File: src/rtl/prefetch_fetch_stage_pkg.sv
// Shared types and constants for the prefetching instruction-fetch front end.
package prefetch_fetch_stage_pkg;

  // Default core widths used when the fetch stage is instantiated without overrides.
  localparam int RISCV_ADDR_WIDTH = 32;
  localparam int RISCV_WORD_WIDTH = 32;

  // Every fetch moves the address forward by one 32-bit instruction word.
  localparam int FETCH_INSTR_BYTES = 4;

  // IDLE : no imem request outstanding
  // BUSY : request outstanding; its response is pushed into the FIFO
  // DRAIN: request outstanding; its response is thrown away (redirected)
  typedef enum logic [1:0] {
    IDLE  = 2'd0,
    BUSY  = 2'd1,
    DRAIN = 2'd2
  } fetch_state_e;

  // Clears the byte-offset bits so an address points at a whole instruction word.
  function automatic logic [RISCV_ADDR_WIDTH-1:0] word_align(input logic [RISCV_ADDR_WIDTH-1:0] addr);
    return addr & ~(RISCV_ADDR_WIDTH'(FETCH_INSTR_BYTES - 1));
  endfunction

endpackage

File: src/rtl/prefetch_fetch_stage_fetch_fifo.sv
// Show-ahead FIFO holding prefetched {instruction, address} entries.
// DEPTH may be any integer >= 1; pointers wrap explicitly at DEPTH-1.
// A flush empties the FIFO and takes priority over a push in the same cycle.
module prefetch_fetch_stage_fetch_fifo #(
  parameter int DEPTH = 2,
  parameter int WIDTH = 64,
  localparam int CNT_W = $clog2(DEPTH + 1)
) (
  input  logic             clk,
  input  logic             rst,
  input  logic             push_i,
  input  logic             pop_i,
  input  logic             flush_i,
  input  logic [WIDTH-1:0] data_i,
  output logic [WIDTH-1:0] data_o,
  output logic [CNT_W-1:0] count_o,
  output logic             empty_o,
  output logic             full_o
);

  localparam int PTR_W = (DEPTH > 1) ? $clog2(DEPTH) : 1;

  logic [WIDTH-1:0] mem_q [DEPTH];
  logic [PTR_W-1:0] rd_ptr_q;
  logic [PTR_W-1:0] wr_ptr_q;
  logic [CNT_W-1:0] count_q;
  logic             do_push;
  logic             do_pop;

  // Advance a pointer, wrapping at the last entry (DEPTH need not be a power of two).
  function automatic logic [PTR_W-1:0] ptr_inc(input logic [PTR_W-1:0] ptr);
    return (ptr == PTR_W'(DEPTH - 1)) ? '0 : ptr + 1'b1;
  endfunction

  assign empty_o = (count_q == '0);
  assign full_o  = (count_q == CNT_W'(DEPTH));
  assign count_o = count_q;

  // A push into a full FIFO is only accepted when the head leaves in the same cycle.
  assign do_push = push_i && !flush_i && (!full_o || pop_i);
  assign do_pop  = pop_i && !flush_i && !empty_o;

  // Head is presented combinationally; an empty FIFO shows zero rather than stale data.
  assign data_o = empty_o ? '0 : mem_q[rd_ptr_q];

  // Storage array: written on push, never reset.
  always_ff @(posedge clk) begin
    if (do_push) begin
      mem_q[wr_ptr_q] <= data_i;
    end
  end

  // Pointer and occupancy bookkeeping.
  always_ff @(posedge clk or posedge rst) begin
    if (rst) begin
      rd_ptr_q <= '0;
      wr_ptr_q <= '0;
      count_q  <= '0;
    end else if (flush_i) begin
      rd_ptr_q <= '0;
      wr_ptr_q <= '0;
      count_q  <= '0;
    end else begin
      if (do_push) begin
        wr_ptr_q <= ptr_inc(wr_ptr_q);
      end
      if (do_pop) begin
        rd_ptr_q <= ptr_inc(rd_ptr_q);
      end
      count_q <= count_q + CNT_W'(do_push) - CNT_W'(do_pop);
    end
  end

endmodule

File: src/rtl/prefetch_fetch_stage.sv
// Instruction-fetch front end: issues sequential word fetches on imem, buffers
// the responses in a prefetch FIFO and hands them to the decoder. A redirect
// flushes the FIFO and turns any outstanding request into a discarded one.
module prefetch_fetch_stage
  import prefetch_fetch_stage_pkg::*;
#(
  parameter int                    DEPTH      = 2,
  parameter int                    ADDR_WIDTH = RISCV_ADDR_WIDTH,
  parameter int                    WORD_WIDTH = RISCV_WORD_WIDTH,
  parameter logic [ADDR_WIDTH-1:0] RESET_ADDR = '0
) (
  input  logic                  clk,
  input  logic                  rst,
  input  logic                  req_i,
  input  logic                  target_valid_i,
  input  logic [ADDR_WIDTH-1:0] target_addr_i,
  output logic [WORD_WIDTH-1:0] instr_o,
  output logic [ADDR_WIDTH-1:0] instr_addr_o,
  output logic                  instr_valid_o,
  input  logic                  instr_ready_i,
  output logic                  imem_valid_o,
  input  logic                  imem_ready_i,
  output logic [ADDR_WIDTH-1:0] imem_addr_o,
  output logic [WORD_WIDTH-1:0] imem_wdata_o,
  output logic [3:0]            imem_we_o,
  input  logic [WORD_WIDTH-1:0] imem_rdata_i
);

  localparam int CNT_W   = $clog2(DEPTH + 1);
  localparam int ENTRY_W = WORD_WIDTH + ADDR_WIDTH;

  fetch_state_e          state_q, state_d;
  logic [ADDR_WIDTH-1:0] fetch_addr_q, fetch_addr_d;
  logic [ADDR_WIDTH-1:0] imem_addr_q, imem_addr_d;

  logic [ADDR_WIDTH-1:0] target_aligned;
  logic [ADDR_WIDTH-1:0] fetch_addr_inc;
  logic                  push;
  logic                  pop;
  logic [CNT_W:0]        cnt_n;
  logic                  room;

  logic [ENTRY_W-1:0]    fifo_head;
  logic [CNT_W-1:0]      fifo_count;
  logic                  fifo_empty;
  logic                  fifo_full;

  // Byte-offset bits of the redirect address are ignored.
  assign target_aligned = target_addr_i & ~(ADDR_WIDTH'(FETCH_INSTR_BYTES - 1));
  assign fetch_addr_inc = fetch_addr_q + ADDR_WIDTH'(FETCH_INSTR_BYTES);

  // Only a BUSY response that is not being redirected lands in the FIFO.
  assign pop  = instr_valid_o && instr_ready_i;
  assign push = (state_q == BUSY) && imem_ready_i && !target_valid_i && (!fifo_full || pop);

  // Occupancy after this cycle's push/pop (zero when flushing). A new request
  // may only start when it will have a guaranteed slot for its response.
  assign cnt_n = target_valid_i ? '0
               : ({1'b0, fifo_count} + (CNT_W + 1)'(push) - (CNT_W + 1)'(pop));
  assign room  = (cnt_n < (CNT_W + 1)'(DEPTH));

  prefetch_fetch_stage_fetch_fifo #(
    .DEPTH (DEPTH),
    .WIDTH (ENTRY_W)
  ) u_fifo (
    .clk     (clk),
    .rst     (rst),
    .push_i  (push),
    .pop_i   (pop),
    .flush_i (target_valid_i),
    .data_i  ({imem_rdata_i, imem_addr_q}),
    .data_o  (fifo_head),
    .count_o (fifo_count),
    .empty_o (fifo_empty),
    .full_o  (fifo_full)
  );

  assign instr_o       = fifo_head[ENTRY_W-1:ADDR_WIDTH];
  assign instr_addr_o  = fifo_head[ADDR_WIDTH-1:0];
  assign instr_valid_o = !fifo_empty;

  // imem_valid_o comes straight from the state register, so it is glitch-free.
  assign imem_valid_o = (state_q != IDLE);
  assign imem_addr_o  = imem_addr_q;
  assign imem_wdata_o = '0;
  assign imem_we_o    = 4'b0000;

  // Next state, next fetch address and next bus address; redirect always wins.
  always_comb begin
    state_d      = state_q;
    fetch_addr_d = fetch_addr_q;
    imem_addr_d  = imem_addr_q;

    unique case (state_q)
      IDLE: begin
        if (target_valid_i) begin
          fetch_addr_d = target_aligned;
          if (req_i) begin
            state_d     = BUSY;
            imem_addr_d = target_aligned;
          end
        end else if (req_i && room) begin
          state_d     = BUSY;
          imem_addr_d = fetch_addr_q;
        end
      end

      BUSY: begin
        if (imem_ready_i) begin
          if (target_valid_i) begin
            // Response discarded; restart immediately at the target.
            fetch_addr_d = target_aligned;
            if (req_i) begin
              imem_addr_d = target_aligned;
            end else begin
              state_d = IDLE;
            end
          end else begin
            // Response pushed; continue back-to-back while there is room.
            fetch_addr_d = fetch_addr_inc;
            if (req_i && room) begin
              imem_addr_d = fetch_addr_inc;
            end else begin
              state_d = IDLE;
            end
          end
        end else if (target_valid_i) begin
          // Bus address must stay put until the stalled request completes.
          state_d      = DRAIN;
          fetch_addr_d = target_aligned;
        end
      end

      DRAIN: begin
        if (target_valid_i) begin
          fetch_addr_d = target_aligned;
        end
        if (imem_ready_i) begin
          // The discarded response retires; a same-cycle redirect is followed
          // directly since nothing is outstanding any more.
          if (req_i) begin
            state_d     = BUSY;
            imem_addr_d = target_valid_i ? target_aligned : fetch_addr_q;
          end else begin
            state_d = IDLE;
          end
        end
      end

      default: begin
        state_d = IDLE;
      end
    endcase
  end

  // State, fetch-address and bus-address registers.
  always_ff @(posedge clk or posedge rst) begin
    if (rst) begin
      state_q      <= IDLE;
      fetch_addr_q <= RESET_ADDR;
      imem_addr_q  <= RESET_ADDR;
    end else begin
      state_q      <= state_d;
      fetch_addr_q <= fetch_addr_d;
      imem_addr_q  <= imem_addr_d;
    end
  end

endmodule

File: config.mk
export PLATFORM = sky130hd
export DESIGN_NAME = prefetch_fetch_stage
export DESIGN_NICKNAME = d
export VERILOG_FILES = /design/src/rtl/prefetch_fetch_stage_pkg.sv /design/src/rtl/prefetch_fetch_stage_fetch_fifo.sv /design/src/rtl/prefetch_fetch_stage.sv
export SDC_FILE = /design/constraint.sdc
export NUM_CORES = 1
export LEC_CHECK = 0
export CAP_MARGIN = 20
export CORE_MARGIN = 2
export CORE_UTILIZATION = 35
export DETAILED_ROUTE_END_ITERATION = 7
export GPL_ROUTABILITY_DRIVEN = 0
export HOLD_SLACK_MARGIN = 0.08
export PLACE_DENSITY_LB_ADDON = 0.3
export SLEW_MARGIN = 25
export SYNTH_ARGS = -nofsm -noshare
export SYNTH_HDL_FRONTEND = slang
export SYNTH_SLANG_ARGS = --single-unit
File: constraint.sdc
create_clock -name clk -period 5.9 [get_ports clk]
set_input_delay 0.59 -clock clk [delete_from_list [all_inputs] [get_ports clk]]
set_output_delay 0.59 -clock clk [all_outputs]
set_load 0.1 [all_outputs]
# After elaboration in Yosys (flattened, before gate mapping)
# Memory sizes are Yosys's and may differ from the RTL's.
# Index checks and enable logic that the tools add are counted.
# word_totals
word_cells	85
inputBits	70
ramBits	128
out_inout_bits	134
register_bits	70
memories	1
# op_classes
magnitude_cmp	1
reduce_logical	23
eq_ne	12
add_sub_neg	7
muxes	35
# memory_table
memory	depth	word_bits	read_ports	rd_clocked_by_memory_dff	write_ports	line	source
u_fifo.mem_q	2	64	1	0	1	prefetch_fetch_stage_fetch_fifo.sv:23	logic [WIDTH-1:0] mem_q [DEPTH];
# ops
operator	count
$mux 32	11
$pmux 32 s3	1
$mux 64	1
$pmux 32 s2	1
$add 32x3->32 const B	1
$mux 2	10
$ne 3x3->1 const B	4
$reduce_and 6->1	2
$logic_and 1x1->1	9
$mux 1	9
$reduce_bool 2->1	4
$ne 2x2->1 const B	3
$pmux 2 s3	1
$eq 2x2->1 const B	2
$logic_not 2->1	2
$ne 4x4->1 const B	1
$add 2x1->3	1
$logic_not 1->1	3
$lt 3x2->1 const B	1
$mux 3	1
$ne 3x2->1 const B	1
$reduce_bool 3->1	1
$sub 3x1->3	1
$add 1x1->1 const B	2
5 further kinds	5

# Logic depth before layout (Yosys ltp)
# Gate-level depths: netlist (run 1).
# logic_depth
word_depth	14
ltp_mapped	15
mapped_depth_nobuf	12

# Cells and area by module
# From an unflattened synthesis (run 1), not the netlist that was laid out.
# hier_totals
cells_unflattened	1027
hier_area_um2	10801.6
# modules_own_cells
module	instances	seq_area_each_um2	cells_per_inst	area_each_um2
prefetch_fetch_stage	1	1651.6	732	5753.0
prefetch_fetch_stage_fetch_fifo	1	3943.8	295	5048.6

# Worst setup path after synthesis (run 1)
# OpenSTA, ideal clock, no wires.
# synth_timing
path_kind	register to register
from	register state_q[1]
to	memory u_fifo.mem_q[0][0], enable pin
path_stages_with_launch	7
arrival_time_ns	4.067
setup_slack_ns	1.346
setup_ns	0.487
required_time_ns	5.413
n_path_buf	1
period_less_slack_ns	4.554
cell_sequence	dfrtp_1 > inv_1 > ha_1 > clkbuf_1 > nor2b_1 > nand3_1 > nor2_1
# synth_via
elab_chain_cells	8
# synth_lines
element	line	source
from (decl)	prefetch_fetch_stage.sv:32	fetch_state_e state_q, state_d;
from (signal assigned)	prefetch_fetch_stage.sv:163	state_q <= state_d;
$eq 2x1->1	prefetch_fetch_stage.sv:54	assign push = (state_q == BUSY) && imem_ready_i && !target_valid_i && (!fifo_full || pop);
$logic_and 1x1->1 (3 in a row)	prefetch_fetch_stage.sv:54	
$logic_and 1x1->1 (2 in a row)	prefetch_fetch_stage_fetch_fifo.sv:40	assign do_push = push_i && !flush_i && (!full_o || pop_i);
$mux 1	prefetch_fetch_stage_fetch_fifo.sv:48	if (do_push) begin
$mux 1 (implied by the code)	prefetch_fetch_stage_fetch_fifo.sv:49	mem_q[wr_ptr_q] <= data_i;
to (decl)	prefetch_fetch_stage_fetch_fifo.sv:23	
# Every way passes these cells.

# Final worst setup path (run 1)
# layout_timing
from	register u_fifo.rd_ptr_q
to	output port instr_addr_o[0]
# layout_via
elab_chain_cells	2
# layout_lines
element	line	source
from (decl)	prefetch_fetch_stage_fetch_fifo.sv:24	logic [PTR_W-1:0] rd_ptr_q;
from (signal assigned)	prefetch_fetch_stage_fetch_fifo.sv:68	rd_ptr_q <= ptr_inc(rd_ptr_q);
$mem_v2 2x64	--	
$mux 64	prefetch_fetch_stage_fetch_fifo.sv:44	assign data_o = empty_o ? '0 : mem_q[rd_ptr_q];
to (decl)	prefetch_fetch_stage.sv:18	output logic [ADDR_WIDTH-1:0] instr_addr_o,
# Every way passes these cells.

==> metrics.txt, run 1 <==
Worst Tran Pin Value=1.049 ns; Setup crit start kind=register; CP Launch Point=u_fifo.rd_ptr_q$_DFFE_PP0P_; Vias/cell=5.554; die width=180.5 um; clk_skew=0.01443 ns; 1st-iter DRT viols=766; endpoints failing setup=0; drt first pass iters=6; EDFF count, synth=128; most common cell after layout, fill and taps aside=clkdlybuf4s50_1; Max stage delay cell, worst path=clkdlybuf4s50_1; Final period util=roughly two thirds; design area=about 0.013 sq mm; Core Area=a little over 0.03 sq mm; largest net degree at the start of global routing=65; Netlist cell types=77; clk_lat worst skew=~0.45 ns; CP peak stage delay=1.19 ns; die area=0.03257 sq mm; crit path cell chain=buf_4, mux2i_1, nor2_1, clkdlybuf4s50_1; Mapped Cells=1033; Yosys top cell by area=edfxtp_1; HP Start=fetch_addr_q[0]$_DFFE_PP0P_; CP required=5.31 ns; root buffer cell=clkbuf_16; cells on worst reg2reg path=13; PwrDens=579.6 mW/mm^2; RSZ-0062 raised after global routing=false; initial antenna violation count=1; outcome=complete, no violations; min Tclk post-route=3.922 ns; layout cells sized above 1=7.692%; crit path max fanout=43; leakage power=4.705 nW; multi-input logic area=around 0.0047 sq mm; number of global-route vias before repair=slightly above 8000; CTS Hold Bufs=0; Fillers=about 3000; Post-synth ARST share=35.35%; top cells by area, synth=edfxtp_1 (35%), dfrtp_1 (16%), mux2i_1 (8.2%); Worst EP arrival=3.33 ns; Post-DP HPWL=20.67 mm; area delta synth->final=21.90%; row count=between 60 and 70; Mean Syn Cell Area=10.55 sq um; Starting Density=35.63%; worst r2r src=state_q[1]$_DFFE_PP0P_; CTS Buf Count=17; CTS tree=built; Post-synth top flop=edfxtp_1; clock sink count=198; grt ovf=0; die height=180.5 um; Total Nets Final=1224; FF/Latch Area=0.005599 sq mm; max_slew headroom=29.83%; Hold Crit Class=reg -> reg; Critical Setup Path Class=reg -> out; TNS Setup=0 ns; total wire length=30.87 mm; CTS H-tree depth=4; flops & latches, synth=between 150 and 200; Routed Antenna Nets=0; synthesized area=0.01090 sq mm; Max Fclk=about 250 MHz; PortBufs=about 170; post-cts sizing count=0; crit path to=instr_addr_o[0]; Yosys Warn Count=0; Seq/Total Area, Yosys=51.33%; GRT Util Overall=18.75%; # DRC=0; r2r endpoint=imem_addr_o[12]$_DFFE_PP0P_; largest buffer count on any clock path=2; Ports=204; Reg clk slew, reported paths=0.07 ns; placed inst area=0.01270 sq mm; Min Hold Slack=0.4929 ns; maximum vdd drop=0.0002975 V; Crit. End Element=primary output; global-route wire length before repair=47.81 mm; DR vias=8631; Avg WL per Cell=19.87 um; Max Slew Vio Count=0; Max Cap Viol=0; commonest cells after routing, fill and taps aside=clkdlybuf4s50_1 (164), edfxtp_1 (128), nor2_1 (108); Yosys top cell area share=35.26%; Setup Buffers After CTS=0; R2R Setup Slk=2.36 ns; Fin. Hold Viols=0
final cells by class:
type	count	area share, %
Clock inverter	14	1.139
Sequential cell	198	42.14
Inverter	24	0.6780
Tap cell	396	3.729
Timing Repair Buffer	186	13.60
Clock buffer	18	3.230
Antenna cell	1	0.01883
Multi-Input combinational cell	717	35.47
through the flow:
stage	total power [mW]	setup slack, ns	util, %	instances
floorplan	5.433	1.346	-	1068
global placement	6.504	2.113	41.53	1521
detailed placement	6.550	2.074	41.53	1521
CTS	7.729	1.879	43.43	1553
global route	8.080	1.785	43.44	1554
finish	7.701	1.978	43.44	1554
flip-flops by register name (all words and copies together), names as in the netlist:
register,flops
fetch_addr_q,32
imem_addr_o,32
state_q,2
u_fifo.count_o,2
u_fifo.mem_q,128
u_fifo.rd_ptr_q,1
u_fifo.wr_ptr_q,1
cells in the mapped netlist, types with 8 or more instances:
library cell / count
buf_4: 40
inv_1: 22
and3_1: 10
buf_2: 8
nand3_1: 25
nor2_1: 111
mux2i_1: 89
nor4_1: 17
nand4_1: 10
a221oi_1: 14
nor2b_1: 12
edfxtp_1: 128
a21o_1: 8
mux2_2: 14
o22ai_1: 9
buf_1: 18
clkbuf_1: 60
a221o_1: 11
nor3_1: 22
ha_1: 9
nand2_1: 66
a311oi_1: 15
a21oi_1: 47
a22oi_1: 10
o21ai_0: 52
dfrtp_1: 70
report_power, final:
| group | total, mW | internal [mW] | switching, mW |
|---|---|---|---|
| clock | 1.17 | 0.629 | 0.538 |
| combinational | 4.34 | 1.17 | 3.17 |
| sequential | 2.19 | 1.81 | 0.385 |
| total | 7.70 | 3.60 | 4.10 |
per-layer routing:
metal / global-route usage [%] / up-vias / routed length (um)
li1: - / 4032 / -
met1: 26.64 / 4234 / 13720
met2: 28.87 / 339 / 14420
met3: 3.779 / 26 / 2271
met4: 5.677 / 0 / 460
met5: 0 / - / 0
how the worst min path moves through the flow:
| stage | end | slack (ns) | depth (start not counted) |
|---|---|---|---|
| after detailed placement | fetch_addr_q[0]$_DFFE_PP0P_ | 0.48 | 1 |
| after CTS | fetch_addr_q[0]$_DFFE_PP0P_ | 0.50 | 1 |
| after floorplan | fetch_addr_q[0]$_DFFE_PP0P_ | 0.45 | 1 |
| after global routing | fetch_addr_q[0]$_DFFE_PP0P_ | 0.51 | 1 |
| after global placement | fetch_addr_q[1]$_DFFE_PP0P_ | 0.47 | 1 |
| final | fetch_addr_q[0]$_DFFE_PP0P_ | 0.49 | 1 |
cell families after synthesis:
group / Yosys count / share of synthesized area [%]
simple gates: 308 / 13.79
compound gates: 246 / 16.06
flops: 198 / 51.33
buf+inv: 153 / 6.830
mux: 103 / 9.619
xor+xnor: 14 / 1.125
fa+ha+maj: 10 / 1.217
other cells: 1 / 0.03440
worst max-delay path, delay by kind of cell (launching register included):
kind	cells	cell delay [ns]
buffers and inverters	2	1.70
multiplexers	1	0.13
flip-flops	1	0.95
AND/OR/NAND/NOR	1	0.11
(Power assumes the default switching activity.)
==> run 2, diff against run 1 <==
- clock period: 5.9 -> 3.99 ns (I/O delays scaled with it)
==> metrics.txt, run 2 (synthesized netlist as in run 1, its figures left out) <==
largest net degree at the start of global routing=78; CTS tree=built; Max Cap Viol=0; min Tclk post-route=~3.3 ns; Finished Layout Cells=1570; DR vias=8771; Reg clk slew, reported paths=~0.08 ns; post-cts sizing count=0; final worst slack=0.6993 ns; crit path max fanout=9; RSZ-0062 raised after global routing=false; GRT Util Overall=18.89%; area delta synth->final=21.26%; Critical Setup Path Class=reg -> reg; worst slack at placement=~0.56 ns; max_slew headroom=29.78%; PwrDens=856.6 mW/mm^2; Routed Antenna Nets=0; Avg WL per Cell=19.87 um; max FFs per register=128; Total Nets Final=1240; Setup Buffers After CTS=0; global-route wire length before repair=a little under 50 mm; Fillers=2943; number of global-route vias before repair=slightly above 8000; Post-DP HPWL=21.24 mm; initial antenna violation count=1; Max Fclk=303.9 MHz; Fin. Hold Viols=0; Min Hold Slack=between 0.3 and 0.4 ns; CTS Hold Bufs=0; CP required=about 4.3 ns; Hold Crit Class=in -> async; Ports=204; internal power=5.239 mW; layout cells sized above 1=about 14%; CP Launch Point=u_fifo.count_o[1]$_DFF_PP0_; placed insts=1537; Vias/cell=between 5 and 6; outcome=complete, no violations; 1st-iter DRT viols=around 710; Max Slew Vio Count=0; Worst Tran Pin Value=roughly 1.1 ns; largest buffer count on any clock path=2; clock sink count=198; die width=between 150 and 200 um; Worst EP arrival=3.61 ns; worst r2r src=u_fifo.count_o[1]$_DFF_PP0_; Largest Register=u_fifo.mem_q; Switch Pwr=roughly 6 mW; combinational fraction of design power=57.3%; Crit. End Element=register; commonest cells after routing, fill and taps aside=edfxtp_1 (128), nor2_1 (109), clkdlybuf4s50_1 (100), buf_4 (100), mux2i_1 (89); root buffer cell=clkbuf_16; grt ovf=0; row count=between 60 and 70; drt first pass iters=6; TNS Setup=0 ns; Starting Density=35.63%; leakage power=4.887 nW; maximum vdd drop=just over 0.0004 V; total wire length=31.20 mm; Final period util=between 80% and 90%; sw frac=approximately 54%; clk_skew=0.02201 ns; Clk pwr share=14.0%; Core Area=0.03059 sq mm; register share of total power=between 20% and 30%; Setup crit start kind=register; utilization after layout=43.21%; die height=180.5 um; clk_lat worst skew=0.45 ns; endpoints failing setup=0; CTS H-tree depth=4; CTS Buf Count=17; # DRC=0; die area=0.03257 sq mm; PortBufs=165; most common cell after layout, fill and taps aside=edfxtp_1
run 2: cell count changes in the layout (fill, tap and decap cells not counted), moves of 2 or more:
cell	previous run	this run
clkdlybuf4s50_1	164	100
buf_4	22	100
bufinv_16	2	0
inv_6	1	3
buf_12	0	2
run 2: cell type report:
| class | instances | area, sq um | area share, % |
|---|---|---|---|
| clock buffer | 19 | 432.9 | 3.275 |
| timing repair buffer | 202 | 1792 | 13.56 |
| tap | 396 | 495.5 | 3.749 |
| clock inverter | 13 | 97.59 | 0.7384 |
| inverter | 24 | 90.09 | 0.6816 |
| sequential | 198 | 5599 | 42.36 |
| antenna | 1 | 2.502 | 0.01893 |
| multi-input combinational | 717 | 4708 | 35.62 |
run 2: metrics by stage:
stage               power (mW)  instance area (sq um)
finish                   11.32                  13220
floorplan                8.031                  11030
detailed placement       9.740                  12680
global route             11.90                  13220
CTS                      11.36                  13220
global placement         9.671                  12680
run 2: worst paths after layout:
path | depth (start not counted) | endpoint | slack, ns
hold reg to reg | 1 | fetch_addr_q[0]$_DFFE_PP0P_ | 0.49
min in group clk | 1 | fetch_addr_q[0]$_DFFE_PP0P_ | 0.49
hold / removal | 2 | imem_addr_o[8]$_DFFE_PP0P_ | 0.38
max in group asynchronous | 3 | imem_addr_o[29]$_DFFE_PP0P_ | 2.74
setup / recovery | 11 | imem_addr_o[17]$_DFFE_PP0P_ | 0.70
setup reg to reg | 11 | imem_addr_o[17]$_DFFE_PP0P_ | 0.70
run 2: metal layers:
layer / share of wire, % / track usage [%] / vias up / routed length, um
met2: 46 / 29.28 / 381 / 14380
met3: 7.0 / 3.880 / 53 / 2174
li1: - / - / 4071 / -
met5: 0 / 0 / - / 0
met4: 2.6 / 6.903 / 0 / 805
met1: 44 / 26.16 / 4266 / 13840
run 2: worst max-delay path: stages (launching register included):
cell and delay (ns):
dfrtp_1 0.50, inv_1 0.12, or3_1 0.39, nand3_1 0.21, nor2_1 0.08, fa_1 0.47
nor2b_1 0.17, a221oi_1 0.13, nor3_2 0.56, buf_4 0.25, nor2_1 0.04, a221oi_1 0.23
run 2: power by group through the flow:
| stage | registers [mW] | logic [mW] | clock network (mW) |
|---|---|---|---|
| after floorplan | 3.94 | 4.09 | 0 |
| after global placement | 3.26 | 6.41 | 0 |
| after detailed placement | 3.28 | 6.46 | 0 |
| after CTS | 3.23 | 6.48 | 1.65 |
| after global routing | 3.31 | 6.86 | 1.73 |
| final | 3.24 | 6.49 | 1.59 |
==> run 3, diff against run 2 <==
- clock period: 3.99 -> 3.1 ns (I/O delays scaled with it)
==> metrics.txt, run 3 (synthesized netlist as in run 1, its figures left out) <==
outcome=complete, no violations; Setup crit start kind=register; CTS Buf Count=17; max FFs per register=128; Max Slew Vio Count=0; placed inst area=roughly 0.013 sq mm; GRT Util Overall=a little under a fifth; root buffer cell=clkbuf_16; total wire length=31.59 mm; Post-DP HPWL=22.25 mm; die width=180.5 um; Core Area=0.03059 sq mm; ant diodes=0; DR vias=8802; Setup Buffers After CTS=0; Critical Setup Path Class=reg -> reg; Worst EP arrival=3.20 ns; Crit. End Element=register; number of global-route vias before repair=approximately 8300; max_slew headroom=50.25%; Total Nets Final=roughly 1300; clk_lat worst skew=around 0.44 ns; Final period util=between 90% and 100%; die height=approximately 180 um; TNS Setup=0 ns; Ports=204; PwrDens=1110 mW/mm^2; crit path max fanout=27; cells on worst reg2reg path=12; Avg WL per Cell=19.86 um; clock sink count=198; Vias/cell=roughly 5.5; utilization after layout=44.18%; PortBufs=165; RSZ-0062 raised after global routing=false; largest net degree at the start of global routing=111; R2R Setup Slk=0.24 ns; drt first pass iters=6; Reg clk slew, reported paths=0.08 ns; grt ovf=0; largest buffer count on any clock path=2; 1st-iter DRT viols=874; final worst slack=0.2370 ns; Hold Crit Class=in -> async; # DRC=0; Fin. Hold Viols=0; r2r endpoint=imem_addr_o[18]$_DFFE_PP0P_; CTS H-tree depth=4; global-route wire length before repair=~50 mm; endpoints failing setup=0; row count=64; area delta synth->final=23.98%; commonest cells after routing, fill and taps aside=buf_4 (148), edfxtp_1 (128), nor2_1 (108); maximum vdd drop=0.0005414 V; Worst Tran Pin Value=0.7454 ns; leakage power=5.092 nW; min Tclk post-route=2.863 ns; most common cell after layout, fill and taps aside=buf_4; initial antenna violation count=1; Largest Register=u_fifo.mem_q; worst r2r src=state_q[1]$_DFFE_PP0P_; Routed Antenna Nets=0; Max Cap Viol=0; clk_skew=about 0.018 ns; CTS Hold Bufs=0; CP required=3.43 ns; Max Fclk=~350 MHz; CTS tree=built; worst slack at placement=around 0.075 ns; die area=0.03257 sq mm; Starting Density=35.63%; design area=0.01351 sq mm; layout cells sized above 1=about a fifth
-- run 3: cell count changes in the layout (fill, tap and decap cells not counted), sizes merged --
cell	change
bufinv	+1
clkdlybuf4s50	-34
clkinv	+1
clkinvlp	+1
buf	+56
inv	-3
diode	-1
-- run 3: power by group --
| part | total [mW] | switching [mW] | internal (mW) |
|---|---|---|---|
| Combinational | 8.82 | 6.30 | 2.52 |
| Sequential | 4.09 | 0.657 | 3.44 |
| Clock | 2.08 | 0.983 | 1.10 |
| Total | 15.0 | 7.94 | 7.06 |
-- run 3: area by class of cell --
type,count,area (sq um)
Clock buffer,19,432.9
Clock inverter,13,106.4
Fill cell,2954,17080
Inverter,24,93.84
Multi-Input combinational cell,717,4815
Sequential cell,198,5599
Tap cell,396,495.5
Timing Repair Buffer,224,1972
-- run 3: per-stage QoR --
stage          power, mW  cells  hold slack, ns
3_3_place_gp       12.83   1559          0.4702
5_1_grt            15.69   1591          0.3115
3_5_place_dp       12.93   1559          0.4827
4_1_cts            15.04   1591          0.2794
6_report           15.00   1591          0.2777
2_1_floorplan      10.57   1068          0.4089
-- run 3: critical path, stage by stage, from the launching register on --
cell,delay [ns]
dfrtp_1,0.42
inv_1,0.11
ha_1,0.18
nor2b_2,0.18
nand3_2,0.12
nor2_4,0.10
fa_2,0.47
nand2b_4,0.17
o221ai_2,0.20
nand3_2,0.14
buf_12,0.20
buf_4,0.16
o41ai_2,0.32
-- run 3: metal layers --
metal,up-vias,global-route usage (%),wire length [um]
met5,-,0,13
met4,2,5.710,561
met3,45,3.618,2215
met2,364,29.97,14570
met1,4280,26.76,14230
li1,4111,-,-
-- run 3: what timing repair did --
| item | 4_1_cts | 5_1_grt |
|---|---|---|
| gates resized for setup | 0 | 4 |
| hold endpoints to repair | 0 | 0 |
| endpoints found under the setup margin | 0 | 3 |
-- run 3: how the worst max path moves through the flow --
stage,from,to,slack [ns],cells past startpoint
3_3_place_gp,instr_ready_i,imem_addr_o[18]$_DFFE_PP0P_,0.13,12
6_report,state_q[1]$_DFFE_PP0P_,imem_addr_o[18]$_DFFE_PP0P_,0.24,12
3_5_place_dp,instr_ready_i,imem_addr_o[21]$_DFFE_PP0P_,0.08,11
5_1_grt,state_q[1]$_DFFE_PP0P_,imem_addr_o[18]$_DFFE_PP0P_,0.06,12
2_1_floorplan,u_fifo.count_o[1]$_DFF_PP0_,imem_addr_o[19]$_DFFE_PP0P_,-0.13,14
4_1_cts,state_q[1]$_DFFE_PP0P_,imem_addr_o[21]$_DFFE_PP0P_,0.17,12
